**src/rtl/bitbakery_pkg.sv**
```systemverilog
// Shared constants and helpers for the bitbakery input conditioner.
package bitbakery_pkg;

    localparam int unsigned N_BOTOES            = 7;
    localparam int unsigned SYNC_STAGES_DEF     = 2;
    localparam int unsigned DEBOUNCE_CYCLES_DEF = 4;
    localparam int unsigned REPEAT_CYCLES       = 500;
    localparam int unsigned REPEAT_W            = 16;

    localparam logic [N_BOTOES-1:0] JOGADA_NENHUMA = '0;

    localparam int unsigned BOTAO_0 = 0;
    localparam int unsigned BOTAO_1 = 1;
    localparam int unsigned BOTAO_2 = 2;
    localparam int unsigned BOTAO_3 = 3;
    localparam int unsigned BOTAO_4 = 4;
    localparam int unsigned BOTAO_5 = 5;
    localparam int unsigned BOTAO_6 = 6;

    function automatic int unsigned popcount(input logic [N_BOTOES-1:0] v);
        int unsigned c;
        c = '0;
        for (int i = 0; i < N_BOTOES; i++) c += 32'(v[i]);
        return c;
    endfunction

endpackage

```
**src/rtl/bitbakery_debouncer.sv**
```systemverilog
// One raw active-low input: synchroniser, debounce counter, stable level and press detect.
module bitbakery_debouncer
    import bitbakery_pkg::*;
#(
    parameter int unsigned SYNC_STAGES     = SYNC_STAGES_DEF,
    parameter int unsigned DEBOUNCE_CYCLES = DEBOUNCE_CYCLES_DEF
) (
    input  logic clock_in,
    input  logic reset_in,
    input  logic raw_n_in,
    output logic stable,
    output logic stable_next_c,
    output logic rise_c
);

    localparam int unsigned CNT_W = (DEBOUNCE_CYCLES > 1) ? $clog2(DEBOUNCE_CYCLES) : 1;

    logic [SYNC_STAGES-1:0] sync_q, sync_d;
    logic [CNT_W-1:0]       cnt_q, cnt_d;
    logic                   stable_q, stable_d;
    logic                   synced_c;

    assign synced_c = ~sync_q[SYNC_STAGES-1];

    // Level flips only after DEBOUNCE_CYCLES consecutive disagreeing samples.
    always_comb begin
        sync_d   = {sync_q[SYNC_STAGES-2:0], raw_n_in};
        cnt_d    = '0;
        stable_d = stable_q;
        if (synced_c != stable_q) begin
            if (cnt_q == CNT_W'(DEBOUNCE_CYCLES - 1)) stable_d = synced_c;
            else                                      cnt_d    = cnt_q + CNT_W'(1);
        end
    end

    always_ff @(posedge clock_in or negedge reset_in) begin
        if (!reset_in) begin
            sync_q   <= '1;
            cnt_q    <= '0;
            stable_q <= 1'b0;
        end else begin
            sync_q   <= sync_d;
            cnt_q    <= cnt_d;
            stable_q <= stable_d;
        end
    end

    assign stable        = stable_q;
    assign stable_next_c = stable_d;
    assign rise_c        = stable_d & ~stable_q;

endmodule

```
**src/rtl/bitbakery_input_conditioner.sv**
```systemverilog
// Conditions raw board buttons into one-hot play events and a start pulse.
// Optional auto-repeat of a held play is enabled by defining BITBAKERY_AUTOREPEAT_EN.
module bitbakery_input_conditioner
    import bitbakery_pkg::*;
#(
    parameter int unsigned SYNC_STAGES     = SYNC_STAGES_DEF,
    parameter int unsigned DEBOUNCE_CYCLES = DEBOUNCE_CYCLES_DEF
) (
    input  logic                clock_in,
    input  logic                reset_in,
    input  logic [N_BOTOES-1:0] botoes_in,
    input  logic                iniciar_in,
    input  logic                enable,
    input  logic                clear_jogada,
    output logic [N_BOTOES-1:0] jogada_out,
    output logic                jogada_valid,
    output logic                multi_press,
    output logic                iniciar_pulse,
    output logic [N_BOTOES-1:0] botoes_estaveis
);

    logic [N_BOTOES:0]   raw_n, stable_all, stable_next_all, rise_all;
    logic [N_BOTOES-1:0] press_c, btn_next_c;
    logic                accept_c, multi_c, unused_ini_c;

    logic [N_BOTOES-1:0] jogada_q, jogada_d;
    logic                jogada_valid_q, jogada_valid_d;
    logic                multi_press_q, multi_press_d;
    logic                iniciar_pulse_q, iniciar_pulse_d;

    // Bit N_BOTOES carries the start button.
    assign raw_n = {iniciar_in, botoes_in};

    for (genvar i = 0; i < N_BOTOES + 1; i++) begin : g_deb
        bitbakery_debouncer #(
            .SYNC_STAGES    (SYNC_STAGES),
            .DEBOUNCE_CYCLES(DEBOUNCE_CYCLES)
        ) u_deb (
            .clock_in     (clock_in),
            .reset_in     (reset_in),
            .raw_n_in     (raw_n[i]),
            .stable       (stable_all[i]),
            .stable_next_c(stable_next_all[i]),
            .rise_c       (rise_all[i])
        );
    end

    assign press_c      = rise_all[N_BOTOES-1:0];
    assign btn_next_c   = stable_next_all[N_BOTOES-1:0];
    assign unused_ini_c = stable_all[N_BOTOES] ^ stable_next_all[N_BOTOES];

    // A lone new press with nothing else held is a play; any overlap is rejected.
    assign accept_c = enable && (press_c != '0) && (popcount(btn_next_c) == 32'd1);
    assign multi_c  = enable && (press_c != '0) && (popcount(btn_next_c) > 32'd1);

`ifdef BITBAKERY_AUTOREPEAT_EN
    logic [REPEAT_W-1:0] rep_cnt_q, rep_cnt_d;
    logic                rep_armed_q, rep_armed_d;
    logic                rep_fire_c;

    // Re-fire only while the accepted button alone stays held and play is enabled.
    always_comb begin
        rep_cnt_d   = '0;
        rep_armed_d = 1'b0;
        rep_fire_c  = 1'b0;
        if (accept_c) begin
            rep_armed_d = 1'b1;
        end else if (rep_armed_q && enable && !clear_jogada && (btn_next_c == jogada_q)) begin
            rep_armed_d = 1'b1;
            if (rep_cnt_q == REPEAT_W'(REPEAT_CYCLES - 1)) rep_fire_c = 1'b1;
            else                                           rep_cnt_d  = rep_cnt_q + REPEAT_W'(1);
        end
    end

    always_ff @(posedge clock_in or negedge reset_in) begin
        if (!reset_in) begin
            rep_cnt_q   <= '0;
            rep_armed_q <= 1'b0;
        end else begin
            rep_cnt_q   <= rep_cnt_d;
            rep_armed_q <= rep_armed_d;
        end
    end
`endif

    always_comb begin
        jogada_d        = jogada_q;
        jogada_valid_d  = accept_c;
        multi_press_d   = multi_c;
        iniciar_pulse_d = rise_all[N_BOTOES];
        if (clear_jogada) jogada_d = JOGADA_NENHUMA;
        if (accept_c)     jogada_d = press_c;
`ifdef BITBAKERY_AUTOREPEAT_EN
        if (rep_fire_c)   jogada_valid_d = 1'b1;
`endif
    end

    always_ff @(posedge clock_in or negedge reset_in) begin
        if (!reset_in) begin
            jogada_q        <= JOGADA_NENHUMA;
            jogada_valid_q  <= 1'b0;
            multi_press_q   <= 1'b0;
            iniciar_pulse_q <= 1'b0;
        end else begin
            jogada_q        <= jogada_d;
            jogada_valid_q  <= jogada_valid_d;
            multi_press_q   <= multi_press_d;
            iniciar_pulse_q <= iniciar_pulse_d;
        end
    end

    assign jogada_out      = jogada_q;
    assign jogada_valid    = jogada_valid_q;
    assign multi_press     = multi_press_q;
    assign iniciar_pulse   = iniciar_pulse_q;
    assign botoes_estaveis = stable_all[N_BOTOES-1:0];

endmodule

```
**config.mk**
```make
export PLATFORM = sky130hd
export DESIGN_NAME = bitbakery_input_conditioner
export DESIGN_NICKNAME = d
export VERILOG_FILES = /design/src/rtl/bitbakery_pkg.sv /design/src/rtl/bitbakery_debouncer.sv /design/src/rtl/bitbakery_input_conditioner.sv
export SDC_FILE = /design/constraint.sdc
export NUM_CORES = 1
export LEC_CHECK = 0
export ABC_AREA = 1
export BUFFER_PORTS_ARGS = -buffer_cell sky130_fd_sc_hd__buf_2
export CORE_MARGIN = 2
export CORE_UTILIZATION = 46
export DETAILED_ROUTE_END_ITERATION = 10
export GPL_TIMING_DRIVEN = 1
export PLACE_DENSITY = 0.69
export RECOVER_POWER = 50
export SLEW_MARGIN = 20
export SYNTH_ARGS = -nofsm -noshare
export SYNTH_HDL_FRONTEND = slang
export SYNTH_SLANG_ARGS = --single-unit
export TNS_END_PERCENT = 10
```
**constraint.sdc**
```tcl
create_clock -name clock_in -period 3.75 [get_ports clock_in]
set_clock_uncertainty 0.15 [all_clocks]
set_input_delay 0.1875 -clock clock_in [delete_from_list [all_inputs] [get_ports clock_in]]
set_output_delay 0.1875 -clock clock_in [all_outputs]
set_load 0.01 [all_outputs]
```
# Word level (Yosys, flattened, before mapping)
# Cells that the tools add are included.
[word_totals] regBits=50 word_cells=123
[op_classes] addsub=14 order_cmp=1 n_eq_ne=17 mux=34 bitwise=24 reduce_logical=5
[ops] op="== test 32 x 1 -> 1 bit (second input constant)" count=1
[ops] op="2-to-1 mux 2 bit" count=16
[ops] op="adder 2 x 1 -> 2 bit (second input constant)" count=8
[ops] op="== test 2 bit (second input constant)" count=8
[ops] op="2-to-1 mux 1 bit" count=16
[ops] op="inverter 1 bit" count=16
[ops] op="2-to-1 mux 7 bit" count=2
[ops] op="AND 1 bit" count=8
[ops] op="inequality test 1 bit" count=8
[ops] op="adder 6 x 1 -> 7 bit" count=1
[ops] op="> comparator 7 x 1 -> 1 bit (second input constant)" count=1
[ops] op="nonzero test 7 bit" count=1
[ops] op="adder 5 x 1 -> 6 bit" count=1
[ops] op="adder 4 x 1 -> 5 bit" count=1
[ops] op="adder 3 x 1 -> 4 bit" count=1
[ops] op="adder 2 x 1 -> 3 bit" count=1
[ops] op="logical AND 1 bit" count=3
[ops] op="adder 1 x 1 -> 2 bit" count=1
[ops] op="nonzero test 2 bit" count=1

# Logic depth before layout (Yosys ltp)
[depth] depth_word=12 depth_mapped=14 ltp_nobuf=14

# Hierarchy
# From an unflattened synthesis, not the netlist that was laid out.
[unflattened] cells_unflattened=215 area_unflattened_um2=2164.6
[by_module_without_submodules] mod="bitbakery_debouncer" instances=8 cells_per_inst=18 area_each_um2=188.9 seq_area_each_um2=127.6
[by_module_without_submodules] mod="bitbakery_input_conditioner" instances=1 cells_per_inst=71 area_each_um2=653.1 seq_area_each_um2=250.2

# Worst setup path before layout
# No wires, ideal clock.
[synth_timing] path_type="register -> register" startpoint="register g_deb[0].u_deb.cnt_q[0]" endpoint="register jogada_q[0] (netlist: jogada_out[0])" arrival_ps=3327 t_required_ps=3482 path_slack_ps=156 stages_incl_launch_ff=14 period_less_slack_ps=3594 path_cell_list="dfrtp_1 -> ha_1 -> o21ai_0 -> fa_1 -> fa_1 -> inv_1 -> fa_1 -> inv_1 -> fa_1 -> or2_1 -> nor2_4 -> nand3_4 -> nand3_1 -> nand2_1"
[synth_via] elab_chain_len=12 word_cells_on_any_way=16 classes_between="add/sub (6); eq/ne (2); mux (3); bitwise (1); reduce/logical (4)"
[synth_lines] element="start, declared" line_no="bitbakery_debouncer.sv:19" source="logic [CNT_W-1:0] cnt_q, cnt_d;"
[synth_lines] element="start signal, assigned" line_no="bitbakery_debouncer.sv:43" source="cnt_q <= cnt_d;"
[synth_lines] element="== test 2 bit *" line_no="bitbakery_debouncer.sv:31" source="if (cnt_q == CNT_W'(DEBOUNCE_CYCLES - 1)) stable_d = synced_c;"
[synth_lines] element="2-to-1 mux 1 bit *" line_no="bitbakery_debouncer.sv:31"
[synth_lines] element="2-to-1 mux 1 bit *" line_no="bitbakery_debouncer.sv:30" source="if (synced_c != stable_q) begin"
[synth_lines] element="named net g_deb[0].u_deb.stable_next_c" line_no="bitbakery_debouncer.sv:12" source="output logic stable_next_c,"
[synth_lines] element="adder 1 x 1 -> 2 bit" line_no="bitbakery_pkg.sv:23" source="for (int i = 0; i < N_BOTOES; i++) c += 32'(v[i]);"
[synth_lines] element="adder 2 x 1 -> 3 bit" line_no="bitbakery_pkg.sv:23"
[synth_lines] element="adder 3 x 1 -> 4 bit" line_no="bitbakery_pkg.sv:23"
[synth_lines] element="adder 4 x 1 -> 5 bit" line_no="bitbakery_pkg.sv:23"
[synth_lines] element="adder 5 x 1 -> 6 bit" line_no="bitbakery_pkg.sv:23"
[synth_lines] element="adder 6 x 1 -> 7 bit" line_no="bitbakery_pkg.sv:23"
[synth_lines] element="== test 32 x 1 -> 1 bit" line_no="bitbakery_input_conditioner.sv:53" source="assign accept_c = enable && (press_c != '0) && (popcount(btn_next_c) == 32'd1);"
[synth_lines] element="logical AND 1 bit" line_no="bitbakery_input_conditioner.sv:53"
[synth_lines] element="2-to-1 mux 7 bit or nonzero test 2 bit (tied branches)"
[synth_lines] element="end signal, assigned" line_no="bitbakery_input_conditioner.sv:105" source="jogada_q <= jogada_d;"
[synth_lines] element="end, declared" line_no="bitbakery_input_conditioner.sv:26" source="logic [N_BOTOES-1:0] jogada_q, jogada_d;"
# Mark *: on every way through the listed nets, which the timed path passes. The rest lies on a longest branch.
# A chain may end at the register's enable or synchronous reset.

# Worst setup path in the final report
[layout_timing] startpoint="register g_deb[3].u_deb.cnt_q[0]" endpoint="register jogada_q[6] (netlist: jogada_out[6])"
[layout_via] elab_chain_len=10 word_cells_on_any_way=14 classes_between="add/sub (4); eq/ne (2); mux (3); bitwise (1); reduce/logical (4)"
[layout_lines] element="start, declared" line_no="bitbakery_debouncer.sv:19"
[layout_lines] element="start signal, assigned" line_no="bitbakery_debouncer.sv:43"
[layout_lines] element="== test 2 bit *" line_no="bitbakery_debouncer.sv:31"
[layout_lines] element="2-to-1 mux 1 bit *" line_no="bitbakery_debouncer.sv:31"
[layout_lines] element="2-to-1 mux 1 bit *" line_no="bitbakery_debouncer.sv:30"
[layout_lines] element="named net g_deb[3].u_deb.stable_next_c" line_no="bitbakery_debouncer.sv:12"
[layout_lines] element="adder 3 x 1 -> 4 bit" line_no="bitbakery_pkg.sv:23"
[layout_lines] element="adder 4 x 1 -> 5 bit" line_no="bitbakery_pkg.sv:23"
[layout_lines] element="adder 5 x 1 -> 6 bit" line_no="bitbakery_pkg.sv:23"
[layout_lines] element="adder 6 x 1 -> 7 bit" line_no="bitbakery_pkg.sv:23"
[layout_lines] element="== test 32 x 1 -> 1 bit" line_no="bitbakery_input_conditioner.sv:53"
[layout_lines] element="logical AND 1 bit *" line_no="bitbakery_input_conditioner.sv:53"
[layout_lines] element="2-to-1 mux 7 bit or nonzero test 2 bit (tied branches)"
# Marks and branches as above.

==> impl_metrics.csv <==
group,metric,value,unit
die,pin_count,29,
die,start_util,0.480,
route,first_iter_violations,40,
route,routed_wl,3.07,mm
placed_design,place_congestion,0.745,
sta,setup_viol,0,
clocking,clkSinkCount,50,
sta,slew_violations,0,
sta,fin_crit_sh,0.949,
power_and_ir_drop,totalPowerFinal,1.94,mW
route,drc,0,
setup_path,path_buf_inv,3,
setup_path,path_max_fanout,4,
setup_path,start_kind,"flip-flop",
yosys,yosysTopAreaCellShare,0.407,
layout,final_cells,277,
layout,nFillCells,352,
clocking,tritoncts,"done",
power_and_ir_drop,powerDensity,778,nW/um^2
yosys,yosys.area_share.simple,0.169,
yosys,muxShareOfSynthArea,0,
layout,final_area,2490,um^2
route,wl_met3,164,um
route,vias,1292,
route,wl_met2,1.40,mm
setup_path,path_common_cell,"fa_1",
sta,slew-limit-headroom,0.606,
setup_path,worst_ep_required_time,3850,ps
placed_design,hpwl,2.10,mm
die,die_area,5100,um^2
yosys,syn_inst,182,
sta,fmax,281,MHz
clocking,clk_latency,300,ps
flow_run,cap_violations,0,
placed_design,portBuffers,28,
clocking,clockBufferDepth,2,
layout,area_delta_synth_final,19.3,%
yosys,synth_nets,206,
sta,hold_viol,0,
global_routing,grt_pass1_vias,1234,
layout,layout.nets,248,
route,top_layer_used,"met4",
clocking,path_clk_slew,90,ps
route,ant_nets,0,
yosys,ys_ff_latch,50,
sta,worst_slew_pin_slew,591,ps
setup_path,endpoint_kind,"flip-flop",
yosys,synth_most_common_cell,"dfrtp_1",
power_and_ir_drop,ir_drop,0.405,mV
hold_path,hp-class,"in -> reg",
power_and_ir_drop,p_leak,1.34,nW
clocking,cts_inserted_buffers,5,
layout,drive_gt1_frac,0.329,
setup_path,r2r_slack,190,ps
setup_path,max_stage_delay,490,ps
global_routing,antenna_found_initial,0,
yosys,synth.avg_cell_area,11.5,um^2
route,first_pass_iters,4,
yosys,synth_top_family_by_area,"simple AND/OR/NAND/NOR gates",
global_routing,grt_pass1_wl,5.23,mm
clocking,htreeDepth,2,
yosys,yosys.area_share.adder,0.0861,
yosys,synth.distinct_cells,25,
route,via_per_inst,4.66,
yosys,syn_area,2090,um^2
yosys,synth_seq_area_share,0.608,
sta,period_needed,3560,ps
setup_path,crit_chain,"ha_4 -> nor2_1 -> a21oi_2 -> fa_1 -> fa_1 -> inv_1 -> fa_1 -> inv_1 -> fa_1 -> or2_1 -> nor2_4 -> buf_4 -> nand4_1 -> nand2_1",
placed_design,dp.cells,258,
setup_path,worst_path_max_delay_cell,"fa_1",
setup_path,critPathKind,"reg -> reg",
die,die_x,71.4,um
route,wl_met1,1.44,mm
yosys,ys_async_sr_fraction,1.00,
yosys,synth_compound_area_frac,0.0203,
global_routing,grt_max_degree,51,
yosys,yosys.area.top_type,"dfrtp_1",
yosys,synthTopCellsByCount,"34 x dfrtp_1, 31 x inv_1, 16 x dfstp_2",
setup_path,crit_arrival,3660,ps
clocking,cts_root_buf,"clkbuf_8",
route,routedWlPerCell,11.1,um
yosys,synth_edf_count,0,
yosys,ys_warn_count,0,
die,rows,24,
layout,antenna_cells,0,
outcome,status,"completed",
placed_design,place_area,2270,um^2
die,coreArea,4350,um^2
sta,hold_slack,73.2,ps
global_routing,grtUsageTotal,0.135,
yosys,synth_flop_cell,"dfrtp_1",
setup_path,cp_top_family,"adder cells",
yosys,synth_xor_area_frac,0.0335,
global_routing,gr-total-overflow,0,
die,die_height,71.4,um
yosys,synthTopCellsByArea,"dfrtp_1 41%, dfstp_2 20%, inv_1 5.6%",
[flip-flops by register name, summed over array words and instances (netlist names)]
| name | cells |
|---|---|
| g_deb.u_deb.cnt_q | 16 |
| g_deb.u_deb.sync_q | 16 |
| g_deb.u_deb.stable | 8 |
| jogada_out | 7 |
| iniciar_pulse | 1 |
| jogada_valid | 1 |
| multi_press | 1 |
[placed cells by master (no fill, tap or decap), types with 2 or more instances in the layout]
cell type,n
nand2_1,15
dfrtp_1,34
ha_2,2
buf_4,6
nor2_4,2
dlygate4sd3_1,9
nor3_1,9
dfstp_2,16
nand4_1,7
inv_1,31
xor2_1,8
ha_1,5
nand3_1,9
nand2_2,3
nor2_1,12
fa_1,4
o21ai_0,3
buf_2,28
o21ai_2,2
nand3_2,2
clkbuf_8,6
[cells by family (layout without fill, tap and decap cells)]
group,after synthesis,in the layout
AO/OA/AOI/OAI,8,8
XOR/XNOR,8,8
adder cells (fa/ha/maj),12,12
buffers and inverters,39,82
flip-flops,50,50
AND/OR/NAND/NOR,65,65
[worst paths after layout]
check | from | endpoint | depth (start not counted)
min in group asynchronous | reset_in | jogada_out[5] | 3
min | enable | jogada_out[2] | 3
max reg2reg | g_deb[3].u_deb.cnt_q[0] | jogada_out[6] | 14
max in group asynchronous | reset_in | g_deb[3].u_deb.cnt_q[1] | 3
max | g_deb[3].u_deb.cnt_q[0] | jogada_out[6] | 14
min reg2reg | g_deb[2].u_deb.sync_q[0] | g_deb[2].u_deb.sync_q[1] | 0
[cell type report]
| cell class | instances | area (um^2) | area share |
|---|---|---|---|
| timing repair buffer | 43 | 275 | 0.110 |
| inverter | 31 | 116 | 0.0466 |
| clock buffer | 7 | 86.3 | 0.0346 |
| clock inverter | 1 | 5.00 | 0.00201 |
| sequential | 50 | 1270 | 0.510 |
| multi-input combinational | 93 | 676 | 0.271 |
| tap | 52 | 65.1 | 0.0261 |
[tightest hold or removal path, stage by stage]
cell	delay (ps)
buf_2	160
nand4_1	100
nand2_1	50
[per-layer routing]
metal	vias to the layer above	GRT usage
met1	607	0.161
met2	26	0.218
met5	-	0
met4	0	0.0629
met3	7	0.0478
li1	652	-
[stage by stage]
step           TNS (ps)  setup slack [ps]   util
2_1_floorplan         0               156      -
3_3_place_gp          0               104  0.521
3_5_place_dp          0              14.0  0.521
4_1_cts               0              1.51  0.563
5_1_grt          -0.726            -0.726  0.573
6_report              0               189  0.573
[report_power, final]
group	total, mW	switching, mW	internal, mW	leakage [nW]
sequential	0.757	0.0845	0.672	0.613
clock	0.314	0.165	0.149	0.0482
combinational	0.869	0.475	0.394	0.683
[timing repair]
| item | in CTS | in global routing |
|---|---|---|
| hold buffers | 9 | 0 |
| endpoints found under the hold margin | 42 | 0 |
| setup buffers | 0 | 2 |
| endpoints found under the setup margin | 0 | 8 |
| gates resized for setup | 0 | 9 |
No activity file was read; power rests on OpenSTA's default activity.
